<file path="src/rtl/hit_index_serializer.sv">
// hit_index_serializer
//   Expands a hit mask into a serial stream of set-bit indices, lowest
//   index first, one index per output beat. Each burst also carries the
//   total hit count and an empty flag. An all-zero mask still produces a
//   single dummy beat so downstream framing always sees a closing beat.
//
// Ports
//   clk        system clock, rising edge
//   rst        synchronous reset, active high
//   in_valid   in_word holds a mask
//   in_ready   block can accept a mask (IDLE and not in reset)
//   in_word    hit mask, bit i set = hit on channel i
//   out_valid  current beat is valid
//   out_ready  downstream takes the current beat
//   out_index  index of the lowest remaining set bit
//   out_last   current beat is the final beat of the mask
//   out_count  popcount of the accepted mask
//   out_empty  accepted mask was zero
module hit_index_serializer #(
    parameter int WIDTH = 16,
    parameter int IDX_W = 4,
    parameter int CNT_W = 5
) (
    input  logic             clk,
    input  logic             rst,
    input  logic             in_valid,
    output logic             in_ready,
    input  logic [WIDTH-1:0] in_word,
    output logic             out_valid,
    input  logic             out_ready,
    output logic [IDX_W-1:0] out_index,
    output logic             out_last,
    output logic [CNT_W-1:0] out_count,
    output logic             out_empty
);

    typedef enum logic {
        IDLE,
        EMIT
    } state_t;

    state_t           state;
    logic [WIDTH-1:0] pend;
    logic [WIDTH-1:0] pend_clr;
    logic [CNT_W-1:0] pop;
    logic [IDX_W-1:0] low_idx;

    // Population count of the incoming mask, latched on accept.
    always_comb begin
        pop = '0;
        for (int i = 0; i < WIDTH; i++) begin
            pop = pop + CNT_W'(in_word[i]);
        end
    end

    // Priority encoder: scanning from the top lets the lowest set bit win.
    always_comb begin
        low_idx = '0;
        for (int i = WIDTH - 1; i >= 0; i--) begin
            if (pend[i]) begin
                low_idx = IDX_W'(i);
            end
        end
    end

    // Pending mask with its lowest set bit removed; guarded so pend-1
    // never wraps on an empty mask.
    assign pend_clr = (pend != '0) ? (pend & (pend - WIDTH'(1))) : '0;

    assign in_ready  = (state == IDLE) && !rst;
    assign out_valid = (state == EMIT);
    assign out_index = (state == EMIT) ? low_idx : '0;
    // Last beat when at most one bit remains (covers the empty-mask beat).
    assign out_last  = (state == EMIT) && (pend_clr == '0);

    always_ff @(posedge clk) begin
        if (rst) begin
            state     <= IDLE;
            pend      <= '0;
            out_count <= '0;
            out_empty <= 1'b0;
        end else begin
            case (state)
                IDLE: begin
                    if (in_valid) begin
                        pend      <= in_word;
                        out_count <= pop;
                        out_empty <= (in_word == '0);
                        state     <= EMIT;
                    end
                end
                EMIT: begin
                    if (out_ready) begin
                        pend <= pend_clr;
                        if (out_last) begin
                            state <= IDLE;
                        end
                    end
                end
                default: state <= IDLE;
            endcase
        end
    end

endmodule

</file>
<file path="config.mk">
export PLATFORM = sky130hd
export DESIGN_NAME = hit_index_serializer
export DESIGN_NICKNAME = d
export VERILOG_FILES = /design/src/rtl/hit_index_serializer.sv
export SDC_FILE = /design/constraint.sdc
export NUM_CORES = 1
export LEC_CHECK = 0
export CAP_MARGIN = 20
export CELL_PAD_IN_SITES_DETAIL_PLACEMENT = 2
export CELL_PAD_IN_SITES_GLOBAL_PLACEMENT = 2
export CORE_MARGIN = 3
export CORE_UTILIZATION = 29
export CTS_BUF_LIST = sky130_fd_sc_hd__clkbuf_8
export CTS_CLUSTER_SIZE = 28
export DETAILED_ROUTE_END_ITERATION = 12
export PLACE_DENSITY = 0.83
export SYNTH_ARGS = -nofsm -noshare
export SYNTH_HDL_FRONTEND = slang
export SYNTH_SLANG_ARGS = --single-unit
</file>
<file path="constraint.sdc">
create_clock -name clk -period 10.5 [get_ports clk]
set_input_delay 2.1 -clock clk [delete_from_list [all_inputs] [get_ports clk]]
set_output_delay 2.1 -clock clk [all_outputs]
set_load 0.02 [all_outputs]
</file>
Word level (Yosys, flattened, before mapping)
Index checks and enable logic that the tools add are counted.
{ "totals": {"reg_bits": 23, "inputBits": 20, "out_inout_bits": 13, "wordCells": 57} }
{ "classes": {"add_sub_neg": 16, "eq_ne": 2, "mux": 25, "n_bitwise": 2, "reduce_logical": 8} }
{ "ops": {"columns": ["op", "n"], "rows": [
  ["2-to-1 mux 4 bit", 17],
  ["adder 5 x 1 -> 5 bit", 11],
  ["2-to-1 mux 16 bit", 3],
  ["logical NOT 16 bit", 2],
  ["one-hot mux 16 bit (2 select lines)", 1],
  ["AND 16 bit", 1],
  ["nonzero test 16 bit", 1],
  ["subtractor 16 x 1 -> 16 bit (second input constant)", 1],
  ["adder 4 x 1 -> 5 bit", 1],
  ["adder 3 x 1 -> 4 bit", 1],
  ["inequality test 2 bit (second input constant)", 2],
  ["AND reduction 2 bit", 2],
  ["adder 2 x 1 -> 3 bit", 1],
  ["2-to-1 mux 1 bit", 3],
  ["adder 1 x 1 -> 2 bit", 1],
  ["logical AND 1 bit", 2],
  ["one-hot mux 1 bit (2 select lines)", 1],
  ["logical NOT 1 bit", 1],
  ["NOT 1 bit", 1]
]} }

Longest topological paths before layout
{ "depth": {"depth_word": 17, "depth_mapped": 14, "mapped_depth_nobuf": 14} }

Worst setup path after synthesis
No wires, ideal clock.
{ "synth_path": {"kind": "input-to-reg", "start": "input in_word[0]", "end": "register out_count[3]", "setup_time_ps": 71, "t_arrival_ps": 5081, "path_slack_ps": 5349, "stages": 12, "cell_sequence": "inv_1 fa_1 fa_1 fa_1 fa_1 inv_1 ha_1 a21o_1 a21oi_1 xnor2_1 nand2_1 a21oi_1"} }
{ "synth_between": {"elab_chain_len": 15} }
{ "synth_lines": {"columns": ["item", "line_no", "rtl"], "rows": [
  ["start: declaration", "28", "input logic [WIDTH-1:0] in_word,"],
  ["adder 1 x 1 -> 2 bit", "52", "pop = pop + CNT_W'(in_word[i]);"],
  ["adder 2 x 1 -> 3 bit", "52", null],
  ["adder 3 x 1 -> 4 bit", "52", null],
  ["adder 4 x 1 -> 5 bit", "52", null],
  ["adder 5 x 1 -> 5 bit (11 in series)", "52", null],
  ["end signal: assignment", "87", "out_count <= pop;"],
  ["end: declaration", "33", "output logic [CNT_W-1:0] out_count,"]
]} }
No other way between the ends.
A chain may end at the register's enable or synchronous reset.

Worst setup path after layout
{ "layout_path": {"start": "input rst", "end": "output in_ready"} }
{ "layout_between": {"elab_chain_len": 2} }
{ "layout_lines": {"columns": ["item", "line_no", "rtl"], "rows": [
  ["start: declaration", "25", "input logic rst,"],
  ["logical NOT 1 bit", "70", "assign in_ready = (state == IDLE) && !rst;"],
  ["logical AND 1 bit", "70", null],
  ["end: declaration", "27", "output logic in_ready,"]
]} }
No other way between the ends.

==> metrics.txt <==
# TYPE chip_impl_metric gauge
chip_impl_metric{name="synth_fp_nets",unit=""} 260
chip_impl_metric{name="static-leakage-power",unit="uW"} 0.0008844
chip_impl_metric{name="xor_xnor_share_of_the_synthesized_area",unit=""} 0.004930
chip_impl_metric{name="layout-drive-gt1-share",unit=""} 0.05645
chip_impl_metric{name="worst-endpoint-required",unit="ps"} 8400
chip_impl_metric{name="dp_hpwl",unit="mm"} 4.612
chip_impl_metric{name="grt_usage",unit=""} 0.1676
chip_impl_metric{name="clock_period_minus_final_worst_setup_slack",unit="ps"} 5949
chip_impl_metric{name="powerDensity",unit="nW/um2"} 147.2
chip_impl_metric{name="area_of_the_mapped_netlist",unit="um2"} 1777
chip_impl_metric{name="row_count",unit=""} 27
chip_impl_info{name="startpoint_kind_of_the_worst_setup_timing_path",value="input pin"} 1
chip_impl_info{name="crit_path_cell_trace",value="clkdlybuf4s50_1, nor2_1, clkdlybuf4s50_1"} 1
chip_impl_metric{name="gp_congestion",unit=""} 0.7655
chip_impl_metric{name="via_per_inst",unit=""} 5.334
chip_impl_metric{name="cts_buffer_depth",unit=""} 2
chip_impl_metric{name="netlist_instances",unit=""} 224
chip_impl_metric{name="skew",unit="ps"} 4.902
chip_impl_metric{name="detailroute.wirelength.met3",unit="um"} 117
chip_impl_info{name="ys_dominant_reg_cell",value="dfxtp_1"} 1
chip_impl_metric{name="dr_wl_met2",unit="mm"} 3.000
chip_impl_metric{name="cts.reportedPaths.clkPinSlew",unit="ps"} 90
chip_impl_metric{name="clock.fmax",unit="GHz"} 0.1681
chip_impl_metric{name="async_reset_ff_frac",unit=""} 0
chip_impl_metric{name="buffer_count_from_post_cts_setup_fixing",unit=""} 0
chip_impl_info{name="timing.critical_path.slowest_stage_cell",value="clkdlybuf4s50_1"} 1
chip_impl_metric{name="min_period_over_period",unit=""} 0.5666
chip_impl_metric{name="vias",unit=""} 1707
chip_impl_metric{name="grt_first_pass_wirelength",unit="mm"} 9.618
chip_impl_metric{name="clk_latency",unit="ps"} 270
chip_impl_metric{name="transition_time_at_the_pin_with_the_least_slew_margin",unit="ps"} 907.2
chip_impl_metric{name="fp.dieW",unit="um"} 84.27
chip_impl_info{name="worstHoldPathType",value="reg -> reg"} 1
chip_impl_metric{name="floorplan.initialDensity",unit=""} 0.3112
chip_impl_info{name="timing.setup.critical_path_class",value="in -> out"} 1
chip_impl_info{name="synth_top_family_by_area",value="compound AO/OA/AOI/OAI gates"} 1
chip_impl_metric{name="total_buffers_and_inverters_traversed_by_the_critical_path",unit=""} 2
chip_impl_metric{name="drt_first_iter_violations",unit=""} 57
chip_impl_metric{name="critical_path_peak_fanout",unit=""} 24
chip_impl_metric{name="core",unit="um2"} 5709
chip_impl_metric{name="grt_antenna_before_repair",unit=""} 0
chip_impl_metric{name="final-max-slew-violation-count",unit=""} 0
chip_impl_metric{name="cts-htree-levels",unit=""} 1
chip_impl_info{name="result_of_the_run",value="finished, final reports clean"} 1
chip_impl_metric{name="detail_route.drc_violations",unit=""} 0
chip_impl_metric{name="maxCapViolations",unit=""} 0
chip_impl_metric{name="detail_route.wl_per_cell",unit="um"} 17.64
chip_impl_metric{name="cts-hold-fix-buffers",unit=""} 0
chip_impl_metric{name="fin_setup_tns",unit="ps"} 0
chip_impl_metric{name="routed_wire_length",unit="mm"} 5.645
chip_impl_metric{name="synth.distinct_cells",unit=""} 48
chip_impl_info{name="critical_path.endpoint_type",value="primary output"} 1
chip_impl_metric{name="cp_data_arrival_time",unit="ps"} 3850
chip_impl_metric{name="avgSynthCellArea",unit="um2"} 7.932
chip_impl_metric{name="dr.pass1.iters",unit=""} 4
chip_impl_metric{name="grt_start_max_net_pins",unit=""} 26
chip_impl_info{name="rsz0062_at_grt",value="false"} 1
chip_impl_metric{name="globalRouteOverflowTotal",unit=""} 0
chip_impl_metric{name="detail-route-antenna-nets",unit=""} 0
chip_impl_metric{name="fraction_of_synthesized_area_in_multiplexers",unit=""} 0.005634
chip_impl_metric{name="synth-edff-count",unit=""} 0
chip_impl_metric{name="yosysSeqAreaShare",unit=""} 0.2592
chip_impl_metric{name="fin_area",unit="um2"} 2173
chip_impl_metric{name="flow.area_growth_from_synthesis",unit="%"} 22.32
chip_impl_metric{name="synth_adder_area_share",unit=""} 0.1606
chip_impl_metric{name="flip_flop_and_latch_count_after_synthesis",unit=""} 23
chip_impl_metric{name="peakVddDrop",unit="mV"} 0.06987
chip_impl_metric{name="clock_sinks",unit=""} 23
chip_impl_info{name="path_delay_family",value="buffers and inverters"} 1
chip_impl_metric{name="synth_simple_gate_area_share",unit=""} 0.2275
chip_impl_metric{name="post_cts_resized",unit=""} 0
chip_impl_metric{name="max_slew_margin",unit=""} 0.3933
chip_impl_metric{name="grt_pass1_vias",unit=""} 1829
chip_impl_metric{name="synth-compound-area-share",unit=""} 0.2415
chip_impl_metric{name="setup_viol",unit=""} 0
chip_impl_metric{name="m1WireLength",unit="mm"} 2.452
chip_impl_metric{name="power.total",unit="uW"} 320.0
chip_impl_metric{name="cts-buffers-inserted",unit=""} 3
chip_impl_info{name="top_layer_used",value="met4"} 1
chip_impl_metric{name="ys.warnings.count",unit=""} 0
chip_impl_metric{name="die_h",unit="um"} 84.27
chip_impl_metric{name="finalHoldViolCount",unit=""} 0
chip_impl_metric{name="antenna_cells",unit=""} 0
chip_impl_metric{name="layout.nets",unit=""} 285
chip_impl_metric{name="place_area",unit="um2"} 2128
chip_impl_metric{name="top_level_ports",unit=""} 33
chip_impl_metric{name="count_of_port_buffers_added_during_placement",unit=""} 32
chip_impl_info{name="path_common_cell",value="clkdlybuf4s50_1"} 1
chip_impl_info{name="cts.root.buffer_cell",value="clkbuf_8"} 1
chip_impl_metric{name="die-area",unit="um2"} 7101
chip_impl_info{name="tritoncts",value="built"} 1
chip_impl_metric{name="max_stage_delay",unit="ps"} 870
[power breakdown]
group | switching, uW | internal [uW]
clock network | 31.4 | 26.2
registers | 11.8 | 96.0
logic | 83.6 | 71.1
[layout by cell type, fill, tap and decap left out, types with 2 or more instances in the layout]
cell type and n:
a2111oi_0 2, a211oi_1 3, a21o_1 2, a21oi_1 20, a22oi_1 4, a311oi_1 2, clkbuf_8 3, clkdlybuf4s50_1 32
dfxtp_1 23, fa_1 10, ha_1 6, inv_1 31, nand2_1 21, nand2b_1 2, nand4_1 2, nor2_1 19
nor2b_1 5, nor3_1 5, nor4_1 5, nor4_2 2, o211ai_1 2, o21a_1 3, o21ai_0 6, o21ai_1 9
o311ai_1 3, o31a_1 2, or2_2 3
[synthesized netlist by cell type, types with 2 or more instances]
cell type / count / area share
dfxtp_1: 23 / 0.26
buf_2: 2 / 0.0056
nand4_1: 2 / 0.0070
o21ai_0: 6 / 0.017
o311ai_1: 3 / 0.015
buf_6: 2 / 0.013
o21ai_1: 9 / 0.025
nand2b_1: 2 / 0.0070
nor4_2: 2 / 0.014
or2_2: 3 / 0.011
a211oi_1: 3 / 0.013
a2111oi_0: 2 / 0.0099
a21oi_1: 20 / 0.056
a311oi_1: 2 / 0.0099
a21o_1: 2 / 0.0084
o21a_1: 3 / 0.013
nor3_1: 5 / 0.014
o31a_1: 2 / 0.0099
nor2_1: 19 / 0.040
nor4_1: 5 / 0.018
o211ai_1: 2 / 0.0084
inv_1: 30 / 0.063
fa_1: 10 / 0.11
a22oi_1: 4 / 0.017
ha_1: 6 / 0.042
nand2_1: 21 / 0.044
nor2b_1: 5 / 0.018
clkbuf_1: 9 / 0.019
[metrics by stage]
| stage | hold slack, ps | util | worst slack (ps) | instances |
|---|---|---|---|---|
| 6_report | 463.3 | 0.3807 | 4551 | 320 |
| 5_1_grt | 485.2 | 0.3807 | 4356 | 320 |
| 4_1_cts | 468.9 | 0.3807 | 4500 | 320 |
| 3_5_place_dp | 452.4 | 0.3728 | 4513 | 316 |
| 3_3_place_gp | 446.5 | 0.3728 | 4514 | 316 |
| 2_1_floorplan | 472.5 | - | 5349 | 224 |
[sequential cells by signal, indices dropped and copies added (netlist names)]
register,cells
pend,16
out_count,5
out_empty,1
out_valid,1
[routing by layer]
metal	vias to the layer above	global-route usage
met1	852	0.2109
met3	6	0.01766
li1	825	-
met4	0	0.04825
met5	-	0
met2	24	0.3006
[worst register-to-register path: stages (launching register included)]
cell	delay, ps
dfxtp_1	430
nor4_2	520
nand4_2	250
o31a_1	330
nand3b_4	170
nor4_4	330
a311oi_1	130
[final timing paths]
path	start	end	slack, ps	depth (start not counted)
worst max register to register	pend[0]$_SDFFE_PP0P_	out_valid$_SDFF_PP0_	8190	6
worst min-delay path	out_count[2]$_SDFFE_PP0P_	out_count[2]$_SDFFE_PP0P_	460	2
worst max-delay path	rst	in_ready	4550	3
worst min register to register	out_count[2]$_SDFFE_PP0P_	out_count[2]$_SDFFE_PP0P_	460	2
[kinds of logic after synthesis]
logic type | Yosys count
flip-flops | 23
XOR/XNOR | 1
AND/OR/NAND/NOR | 73
buffers and inverters | 43
adder cells (fa/ha/maj) | 17
AO/OA/AOI/OAI | 66
multiplexers | 1
[final cells by class]
class                      instances  area [um2]
fill                             663        3536
multi-input combinational        158        1137
sequential                        23       460.4
timing repair buffer              33       327.8
inverter                          30       112.6
tap                               72       90.09
clock buffer                       3       41.29
clock inverter                     1       3.754
Note: power is estimated with default switching activity, not from simulation.
